File: src/rtl/unidad_corrimiento_pkg.sv
// Shared opcode encoding and default width for the unidad_corrimiento shift/rotate unit.
package unidad_corrimiento_pkg;

  localparam int N_DEFAULT = 4;

  typedef enum logic [2:0] {
    OP_PASS = 3'b000,
    OP_SHL  = 3'b001,
    OP_SHR  = 3'b010,
    OP_ZERO = 3'b011,
    OP_ROL  = 3'b100,
    OP_ROR  = 3'b101,
    OP_ASL  = 3'b110,
    OP_ASR  = 3'b111
  } op_e;

endpackage

File: src/rtl/unidad_corrimiento_barril.sv
// corrimiento_barril: combinational N-bit log-stage barrel shifter with
// direction, rotate and fill-bit controls.
module corrimiento_barril #(
  parameter int N  = 4,
  parameter int DW = $clog2(N)
) (
  input  logic [N-1:0]  data_in,
  input  logic [DW-1:0] amt,
  input  logic          left,
  input  logic          rotate,
  input  logic          fill,
  output logic [N-1:0]  data_out
);

  logic [N-1:0] cur;
  logic [N-1:0] nxt;

  // Stage k moves by 2**k; a stage step >= N flushes everything to fill on a
  // shift, while rotates use the step mod N so the total amount wraps mod N.
  always_comb begin
    cur = data_in;
    nxt = data_in;
    for (int k = 0; k < DW; k++) begin
      nxt = cur;
      if (amt[k]) begin
        for (int i = 0; i < N; i++) begin
          if (left) begin
            if (rotate || i >= (1 << k)) nxt[i] = cur[(i + N - ((1 << k) % N)) % N];
            else                          nxt[i] = fill;
          end else begin
            if (rotate || (i + (1 << k)) < N) nxt[i] = cur[(i + ((1 << k) % N)) % N];
            else                              nxt[i] = fill;
          end
        end
      end
      cur = nxt;
    end
    data_out = cur;
  end

endmodule

File: src/rtl/unidad_corrimiento.sv
// unidad_corrimiento: registered shift/rotate unit (1-cycle latency).
// Define UNIDAD_CORRIMIENTO_OVF_EN to add the registered ovf output for SHL/ASL.
module unidad_corrimiento
  import unidad_corrimiento_pkg::*;
#(
  parameter int N = N_DEFAULT,
  localparam int DW = $clog2(N)
) (
  input  logic          clk,
  input  logic          rst,
  input  logic [N-1:0]  F,
  input  logic [2:0]    H,
  input  logic [DW-1:0] D,
  output logic [N-1:0]  s
`ifdef UNIDAD_CORRIMIENTO_OVF_EN
  ,
  output logic          ovf
`endif
);

  op_e          op;
  logic         sh_left;
  logic         sh_rotate;
  logic         sh_fill;
  logic [N-1:0] sh_out;
  logic [N-1:0] s_d;
  logic [N-1:0] s_q;

  assign op = op_e'(H);

  corrimiento_barril #(
    .N  (N),
    .DW (DW)
  ) u_barril (
    .data_in  (F),
    .amt      (D),
    .left     (sh_left),
    .rotate   (sh_rotate),
    .fill     (sh_fill),
    .data_out (sh_out)
  );

  always_comb begin
    sh_left   = 1'b0;
    sh_rotate = 1'b0;
    sh_fill   = 1'b0;
    s_d       = sh_out;
    case (op)
      OP_PASS: s_d = F;
      OP_SHL,
      OP_ASL:  sh_left = 1'b1;
      OP_SHR:  sh_left = 1'b0;
      OP_ZERO: s_d = '0;
      OP_ROL: begin
        sh_left   = 1'b1;
        sh_rotate = 1'b1;
      end
      OP_ROR:  sh_rotate = 1'b1;
      OP_ASR:  sh_fill = F[N-1];
      default: s_d = '0;
    endcase
  end

  always_ff @(posedge clk or posedge rst) begin
    if (rst) s_q <= '0;
    else     s_q <= s_d;
  end

  assign s = s_q;

`ifdef UNIDAD_CORRIMIENTO_OVF_EN
  logic ovf_d;
  logic ovf_q;

  // Any bit in F[N-1:N-1-D] differing from the sign bit is lost or flips the sign.
  always_comb begin
    ovf_d = 1'b0;
    if (op == OP_SHL || op == OP_ASL) begin
      for (int i = 0; i < N - 1; i++) begin
        if ((N - 1 - i) <= int'(D) && F[i] != F[N-1]) ovf_d = 1'b1;
      end
    end
  end

  always_ff @(posedge clk or posedge rst) begin
    if (rst) ovf_q <= 1'b0;
    else     ovf_q <= ovf_d;
  end

  assign ovf = ovf_q;
`endif

endmodule

File: config.mk
export PLATFORM = sky130hd
export DESIGN_NAME = unidad_corrimiento
export DESIGN_NICKNAME = d
export VERILOG_FILES = /design/src/rtl/unidad_corrimiento_pkg.sv /design/src/rtl/unidad_corrimiento_barril.sv /design/src/rtl/unidad_corrimiento.sv
export SDC_FILE = /design/constraint.sdc
export NUM_CORES = 1
export LEC_CHECK = 0
export BUFFER_PORTS_ARGS = -buffer_cell sky130_fd_sc_hd__buf_2
export CAP_MARGIN = 20
export CORE_AREA = 4 4 41 43
export DETAILED_ROUTE_END_ITERATION = 10
export DIE_AREA = 0 0 45 47
export GPL_ROUTABILITY_DRIVEN = 1
export GPL_TIMING_DRIVEN = 0
export SKIP_LAST_GASP = 1
export SYNTH_ARGS = -nofsm -noshare
export SYNTH_HDL_FRONTEND = slang
export SYNTH_HIERARCHICAL = 1
export SYNTH_SLANG_ARGS = --single-unit
File: constraint.sdc
create_clock -name clk -period 1.1 [get_ports clk]
set_clock_uncertainty 0.15 [all_clocks]
set_input_delay 0.055 -clock clk [delete_from_list [all_inputs] [get_ports clk]]
set_output_delay 0.055 -clock clk [all_outputs]
set_load 0.01 [all_outputs]
==> metrics.md <==
| Metric | Value |
|---|---|
| Vias in the first global route | `499` |
| Die area | `2120 um^2` |
| Initial Util | `between 30 and 40%` |
| Crit path largest cell delay | `about 0.23 ns` |
| Status | `finished, violations left` |
| Fillers | `120` |
| Mapped Avg Cell Area | `approximately 8.7 um^2` |
| Power, Total | `between 600 and 700 uW` |
| Crit-path cells | `buf_6 -> nand2b_4 -> mux2i_4 -> buf_8 -> mux2i_1 -> a21oi_1 -> a21oi_1 -> a21oi_1 -> a21oi_1 -> o2bb2ai_1` |
| Core area | `approximately 1300 um^2` |
| MaxCap Viol Count | `0` |
| Clock transition at the registers of the reported paths | `0.04 ns` |
| Die Span X | `~45 um` |
| Antenna violations before repair | `0` |
| # diodes | `0` |
| Remaining DRCs | `0` |
| Worst-path fanout max | `5` |
| First-pass GRT wire length | `between 2000 and 2500 um` |
| Drt via density | `between 5 and 6` |
| Main synth FF type | `dfrtp_1` |
| Standard-cell rows | `13` |
| CTS tree | `done` |
| GP Congestion | `roughly 0.79` |
| Area delta synth->final | `52.4%` |
| RSZ-0062 raised after global routing | `true` |
| Crit path required time | `1.06 ns` |
| Drt wl/cell | `~14 um` |
| Total wire length | `1410 um` |
| DR pass1 iterations | `4` |
| VDD IR max | `0.366 mV` |
| Max reg flops | `4` |
| CP Launch Type | `input pin` |
| CTS Root Cell | `clkbuf_4` |
| Netlist Area Pre-Place | `513 um^2` |
| Critical-path top delay cell | `mux2i_1` |
| 1st-iter DRT viols | `12` |
| Port Buffer Count | `11` |
| Sinks on Clock Net | `4` |
| GRT overflow | `0` |
| Ys async rst share | `100%` |
| Fmax achieved | `697 MHz` |
| Die Ht | `approximately 47 um` |
| Crit end category | `register` |
| Final WS setup | `-0.334 ns` |
| Leakage power | `~0.00034 uW` |
| Failing checks | `negative setup slack` |
| Syn nets | `70` |
| H-tree depth | `1` |
| IO Pins | `15` |
| Min Hold Slack | `0.0428 ns` |
| Final Cycle Share | `130%` |
| HPWL Detailed | `873 um` |
| CTS Buf Count | `3` |
| Tmin final | `~1.4 ns` |
| Synth Instances | `around 60` |
| Buf/Inv on CP | `2` |
| Yosys reg bits | `4` |
| Nets | `96` |
| Yosys warns | `6` |
| Post-synth cell types | `29` |
| Final hold violation count | `0` |
| Top delay family on crit path | `compound AO/OA/AOI/OAI gates` |
| Total GRT Usage | `approximately 15%` |
| PD cells | `848 nW/um^2` |
| WP data arrival | `approximately 1.4 ns` |
| DR vias | `564` |
| Final ANT Viol Nets | `0` |
| WS Path Type | `input pin to register` |
| Worst-margin pin slew | `0.320 ns` |
| Tightest Hold Check Type | `input pin to register` |
| Pin count of the biggest net entering global routing | `11` |
| Final Slew Violations | `0` |
| Relative slew slack | `about four fifths` |
| Critical path's most frequent cell | `a21oi_1` |
| Sequential share of the synthesized area | `about a fifth` |
| EDFF count, synth | `0` |
| Setup violators final | `4` |
| Clock tree buffer depth | `2` |
| Layout cell share with drive strength beyond 1 | `53.0%` |
## where the power goes
part / switching [uW] / internal (uW) / total (uW) / leakage (uW)
Combinational: 151 / 157 / 308 / 0.000280
Sequential: 3.86 / 167 / 171 / 0.0000489
Clock: 61.4 / 122 / 183 / 0.0000138
## kinds of logic (layout without fill, tap and decap cells)
logic type,Yosys count,count (layout),synth area share (%)
AOI/OAI and AO/OA,21,21,28.3
and+or+nand+nor,21,21,30.7
buffers and inverters,7,31,9.51
muxes,6,6,12.0
DFF,4,4,19.5
## what timing repair did
| item | in CTS | in global routing |
|---|---|---|
| hold buffers | 1 | 1 |
| gates resized for setup | 10 | 7 |
| buffers inserted | 5 | 2 |
| setup endpoints to repair | 4 | 4 |
| endpoints found under the hold margin | 8 | 4 |
| gates cloned | 1 | 0 |
| pin swaps | 5 | 0 |
## per-layer routing
metal / vias up / part of all wire (%) / global-route usage, %
met4: 0 / 0 / 3.51
li1: 276 / - / -
met3: 0 / 7.4 / 3.83
met5: - / 0 / 0
met2: 29 / 52 / 26.0
met1: 259 / 41 / 17.4
## cells in the final DEF (no fill, tap or decap)
cell type / count
buf_4: 9
buf_2: 9
a21oi_1: 8
nor3b_2: 4
o2bb2ai_1: 4
dfrtp_1: 4
buf_6: 3
clkbuf_4: 3
nor2_1: 3
mux2i_1: 3
buf_8: 2
nand2b_4: 2
inv_1: 2
dlygate4sd3_1: 2
nand3_2: 2
nor3_1: 2
nand2_1: 2
a21oi_2: 1
and4_4: 1
mux2i_4: 1
nor2b_4: 1
clkbuf_1: 1
mux2_4: 1
nand3b_1: 1
a31oi_1: 1
nor2b_1: 1
a211oi_2: 1
a21o_1: 1
o21ai_1: 1
mux2i_2: 1
nand2b_1: 1
o311ai_4: 1
and2b_4: 1
o311a_1: 1
a31oi_2: 1
o22ai_1: 1
## cells in the mapped netlist, types with 2 or more instances
cell type  n  area (um^2)
inv_1      2         7.51
a21oi_1    9         45.0
nand3_1    2         10.0
a31oi_1    2         12.5
o2bb2ai_1  4         35.0
dfrtp_1    4          100
mux2i_1    5         50.1
nor2b_1    2         12.5
nor3_1     2         10.0
buf_6      2         22.5
nor2_1     3         11.3
nand2_1    2         7.51
nor3b_2    4         50.1
## worst paths after layout
kind | start | slack [ns] | cells past startpoint | endpoint
min | H[2] | 0.04 | 4 | s[2]$_DFF_PP0_
max in group asynchronous | rst | 0.55 | 3 | s[3]$_DFF_PP0_
min in group asynchronous | rst | 0.09 | 3 | s[2]$_DFF_PP0_
max | H[1] | -0.33 | 10 | s[3]$_DFF_PP0_
## final cells by class
class,instances,area [um^2],area share [%]
inverter,2,7.51,0.960
tap,15,18.8,2.40
timing repair buffer,21,144,18.4
buffer,5,56.3,7.20
sequential,4,100,12.8
clock buffer,3,22.5,2.88
multi-input combinational,48,433,55.4
## through the flow
stage / area (um^2) / instances / setup slack [ns] / TNS, ns / util, %
2_1_floorplan: 533 / 59 / -0.455 / -1.67 / -
3_3_place_gp: 607 / 85 / -0.708 / -2.72 / 46.6
3_5_place_dp: 607 / 85 / -0.709 / -2.71 / 46.6
4_1_cts: 727 / 95 / -0.329 / -1.19 / 55.9
5_1_grt: 782 / 98 / -0.434 / -1.55 / 60.1
6_report: 782 / 98 / -0.334 / -1.14 / 60.1
## worst min-delay path, delay by kind of cell
kind            cells  cell delay [ns]
compound gates      2             0.16
buf+inv             1             0.11
simple gates        1             0.05
(Power assumes the default switching activity.)
